File: config.mk
export PLATFORM = sky130hd
export DESIGN_NAME = serial_bit_adder
export DESIGN_NICKNAME = d
export VERILOG_FILES = /design/src/rtl/serial_adder_pkg.sv /design/src/rtl/serial_bit_adder_full_adder_bit.sv /design/src/rtl/serial_bit_adder.sv
export SDC_FILE = /design/constraint.sdc
export NUM_CORES = 1
export LEC_CHECK = 0
export CAP_MARGIN = 15
export CORE_AREA = 5 5 42 44
export DETAILED_ROUTE_END_ITERATION = 6
export DIE_AREA = 0 0 47 49
export PLACE_DENSITY = 0.54
export RECOVER_POWER = 100
export SYNTH_ARGS = -nofsm -noshare
export SYNTH_HDL_FRONTEND = slang
export SYNTH_HIERARCHICAL = 1
export SYNTH_SLANG_ARGS = --single-unit
File: constraint.sdc
create_clock -name clk -period 5.12 [get_ports clk]
set_input_delay 1.28 -clock clk [delete_from_list [all_inputs] [get_ports clk]]
set_output_delay 1.28 -clock clk [all_outputs]
set_load 0.005 [all_outputs]
File: src/rtl/serial_adder_pkg.sv
// Shared types and defaults for the bit-serial adder.
// Optional overflow output is enabled with SERIAL_ADDER_OVF_EN.
package serial_adder_pkg;

    localparam int DEFAULT_WIDTH = 4;

    typedef struct packed {
        logic sum;
        logic carry;
    } fa_res_t;

    function automatic fa_res_t fa_eval(input logic a, input logic b, input logic c);
        fa_res_t r;
        r.sum   = a ^ b ^ c;
        r.carry = (a & b) | (a & c) | (b & c);
        return r;
    endfunction

endpackage

File: src/rtl/serial_bit_adder_full_adder_bit.sv
// Single-bit combinational full adder cell.
// Used once by serial_bit_adder (SERIAL_ADDER_OVF_EN has no effect here).
import serial_adder_pkg::*;

module full_adder_bit (
    input  logic a_i,
    input  logic b_i,
    input  logic c_i,
    output logic sum_o,
    output logic carry_o
);

    fa_res_t res;

    assign res     = fa_eval(a_i, b_i, c_i);
    assign sum_o   = res.sum;
    assign carry_o = res.carry;

endmodule

File: src/rtl/serial_bit_adder.sv
// Bit-serial LSB-first adder with word framing and parallel sum capture.
// Define SERIAL_ADDER_OVF_EN to add the registered signed-overflow output ovf.
import serial_adder_pkg::*;

module serial_bit_adder #(
    parameter int WIDTH = DEFAULT_WIDTH,
    localparam int CNT_W = $clog2(WIDTH)
) (
    input  logic             clk,
    input  logic             reset,
    input  logic             a,
    input  logic             b,
    input  logic             cin,
    output logic             s,
    output logic             cout,
    output logic             word_done,
    output logic [WIDTH-1:0] sum_word
`ifdef SERIAL_ADDER_OVF_EN
    ,
    output logic             ovf
`endif
);

    localparam logic [CNT_W-1:0] LAST = CNT_W'(WIDTH - 1);

    logic [CNT_W-1:0] bit_cnt_q, bit_cnt_d;
    logic             carry_q;
    logic [WIDTH-2:0] sh_q, sh_d;
    logic [WIDTH-1:0] assembled;
    logic             s_q, cout_q, done_q;
    logic [WIDTH-1:0] sum_word_q, sum_word_d;
    logic             c_eff, fa_sum, fa_carry, last_bit;

    assign last_bit = (bit_cnt_q == LAST);
    // The previous word's carry never leaks into bit 0.
    assign c_eff    = (bit_cnt_q == '0) ? cin : carry_q;

    full_adder_bit u_fa (
        .a_i     (a),
        .b_i     (b),
        .c_i     (c_eff),
        .sum_o   (fa_sum),
        .carry_o (fa_carry)
    );

    assign assembled = {fa_sum, sh_q};

    always_comb begin
        bit_cnt_d  = last_bit ? '0 : bit_cnt_q + 1'b1;
        sh_d       = assembled[WIDTH-1:1];
        sum_word_d = last_bit ? assembled : sum_word_q;
    end

    always_ff @(posedge clk or negedge reset) begin
        if (!reset) begin
            bit_cnt_q  <= '0;
            carry_q    <= 1'b0;
            sh_q       <= '0;
            s_q        <= 1'b0;
            cout_q     <= 1'b0;
            done_q     <= 1'b0;
            sum_word_q <= '0;
        end else begin
            bit_cnt_q  <= bit_cnt_d;
            carry_q    <= fa_carry;
            sh_q       <= sh_d;
            s_q        <= fa_sum;
            cout_q     <= fa_carry;
            done_q     <= last_bit;
            sum_word_q <= sum_word_d;
        end
    end

`ifdef SERIAL_ADDER_OVF_EN
    logic ovf_q;

    // Signed overflow: carry into the MSB differs from carry out of it.
    always_ff @(posedge clk or negedge reset) begin
        if (!reset) begin
            ovf_q <= 1'b0;
        end else if (last_bit) begin
            ovf_q <= c_eff ^ fa_carry;
        end
    end

    assign ovf = ovf_q;
`endif

    assign s         = s_q;
    assign cout      = cout_q;
    assign word_done = done_q;
    assign sum_word  = sum_word_q;

endmodule

==> flow_summary.yaml <==
floorplanning:
  initial_core_util_pct: 28.57
  ios: 12
  num_rows: 14
  fp.dieH_um: 49
  core_area_um2: 1401
  chipWidth_um: 47
  die-area_um2: 2303
logic_synthesis:
  synth_common_cells: "dfrtp_1, mux2_2, ha_1"
  synth_edf_count: 0
  yosysUniqueCellTypes: 6
  syn-cell-area_um2: 400.4
  yosysSeqAreaShare_pct: 68.75
  yosysWarnings: 6
  syn_avg_cell_area_um2: 17.41
  ys.flop_type: "dfrtp_1"
  synth_top_cell_by_area: "dfrtp_1"
  synth_fp_nets: 32
  ys_ff_latch: 11
  synthCells: 23
  yosysTopAreaCellShare_pct: 68.75
  synthTopCellsByArea: "dfrtp_1, mux2_2, ha_1"
  yosysMostFrequentCell: "dfrtp_1"
  async_flop_share_pct: 100.0
power_and_ir_drop:
  vdd_ir_drop_max_uv: 211.3
  cellLeakagePower_nw: 0.2538
  power_density_nw_per_um2: 332.0
  total_power_uw: 184.9
clock_tree:
  h-tree-depth: 1
  cts_tree: "built"
  postCtsSetupBuffers: 0
  clk_latency_ps: 260
  cts.sinks: 11
  cts_hold_buffers: 0
  clk_pin_slew_ps: 60
  clk_path_buf_depth: 2
  clockRootBuffer: "clkbuf_4"
  cts_buffers: 3
  cts_resized: 0
finish:
  area_delta_synth_final_pct: 39.06
  fillers: 148
  postLayoutCellArea_um2: 556.8
  fin_cells: 54
  antenna_cells: 0
  drive_above_1_share_pct: 21.05
  fin_nets: 48
sta:
  tightest_slew_ps: 486.4
  fin_crit_ps: 2678
  finalHoldViolCount: 0
  fin_crit_sh_pct: 52.31
  fin_skew_ps: 2.139
  rsz0062_at_grt: "false"
  fmax_mhz: 373.4
  drv_slew: 0
  slew_headroom_pct: 67.47
  finalSetupViolCount: 0
  timing.setup.tns_ps: 0
min_path:
  hp-class: "flop to flop"
  min_path_cells: 0
  hp-start: "sh_q[1]$_DFF_PN0_"
  min_to: "sh_q[0]$_DFF_PN0_"
worst_setup_path:
  critical_path_arrival_ps: 2830
  reg2reg_from: "bit_cnt_q[0]$_DFF_PN0_"
  start_kind: "input port"
  crit_fanout: 2
  crit_type: "input port to flop"
  worstPathRequired_ps: 5270
  reg2reg_slack_ps: 3300
  reg2reg_to: "sum_word[3]$_DFFE_PN0N_"
  r2r_cells: 5
  cp-end-kind: "flop"
drt:
  viasPerCell: 4.296
  num_vias: 232
  final_antenna_net_count: 0
  routedWlPerCell_um: 11.81
  remaining_drc_errors: 0
  dr.pass1.iters: 2
  totalWireLength_um: 638
  drt_iter0_drc: 1
grt:
  grt_overflow: 0
  grt_pass1_vias: 269
  grt_start_max_net_pins: 12
  grt.total_usage_pct: 7.362
  grt_pass1_wl_um: 1110
  antenna_found_initial: 0
placed_design:
  finalWeightedCongestion: 0.6341
  dp.cells: 50
  placed_cell_area_um2: 530.5
  portBuffers: 11
run:
  cap_violations: 0
run_status:
  status: "complete, no violations"
-- state kept, by name, summed over array words and instances, names as in the netlist --
name / cells
sum_word: 4
bit_cnt_q: 2
sh_q: 2
cout: 1
word_done: 1
s: 1
-- critical path, cell delays in order --
cell	delay, ps
dlygate4sd3_1	540
mux2_2	270
fa_1	460
mux2_2	270
-- cells by family (layout without fill, tap and decap cells) --
group | Yosys count | in the layout | share of synthesized area, %
buffers and inverters | 2 | 17 | 1.876
muxes | 5 | 5 | 14.06
adders and majority gates | 4 | 4 | 14.38
and+or+nand+nor | 1 | 1 | 0.9366
DFF | 11 | 11 | 68.75
-- worst max-delay path by stage --
stage	from	endpoint	slack (ps)	cells past startpoint
4_1_cts	cin	sum_word[3]$_DFFE_PN0N_	2580	4
6_report	cin	sum_word[3]$_DFFE_PN0N_	2440	4
2_1_floorplan	cin	sum_word[3]$_DFFE_PN0N_	2760	3
5_1_grt	cin	sum_word[3]$_DFFE_PN0N_	2420	4
3_5_place_dp	cin	sum_word[3]$_DFFE_PN0N_	2280	4
3_3_place_gp	cin	sum_word[3]$_DFFE_PN0N_	2340	4
-- power breakdown --
| group | switching, mW | internal, mW | leakage [nW] |
|---|---|---|---|
| logic | 0.00838 | 0.0172 | 0.108 |
| registers | 0.00436 | 0.0974 | 0.131 |
| clock network | 0.0274 | 0.0301 | 0.0150 |
| total | 0.0401 | 0.145 | 0.254 |
-- final cells by class --
type                            instances  area [um2]  share of cell area [%]
Sequential cell                        11       275.3                   49.44
Multi-Input combinational cell         10       117.6                   21.12
Tap cell                               16       20.02                   3.596
Clock buffer                            4       26.28                   4.719
Inverter                                2       7.507                   1.348
Timing Repair Buffer                   11       110.1                   19.78
-- cell usage in the layout, fill, tap and decap left out, drive strengths merged --
master / count
clkdlybuf4s50: 2
mux2: 5
dlygate4sd3: 9
dfrtp: 11
ha: 3
clkbuf: 4
inv: 2
fa: 1
nor2: 1
-- per-layer routing --
metal / vias to the layer above / global-route usage [%] / wire, um
met1: 116 / 8.525 / 243
li1: 106 / - / -
met5: - / 0 / 0
met4: 0 / 6.912 / 0
met2: 10 / 9.502 / 332
met3: 0 / 3.321 / 62
-- stage by stage --
step	hold slack [ps]	utilization, %	setup slack (ps)
final	371.7	39.73	2442
after global routing	401.1	39.73	2425
after CTS	372.2	39.73	2576
after detailed placement	357.2	37.86	2284
after global placement	353.0	37.86	2342
after floorplan	348.6	-	2764
No activity file was read; power rests on OpenSTA's default activity.
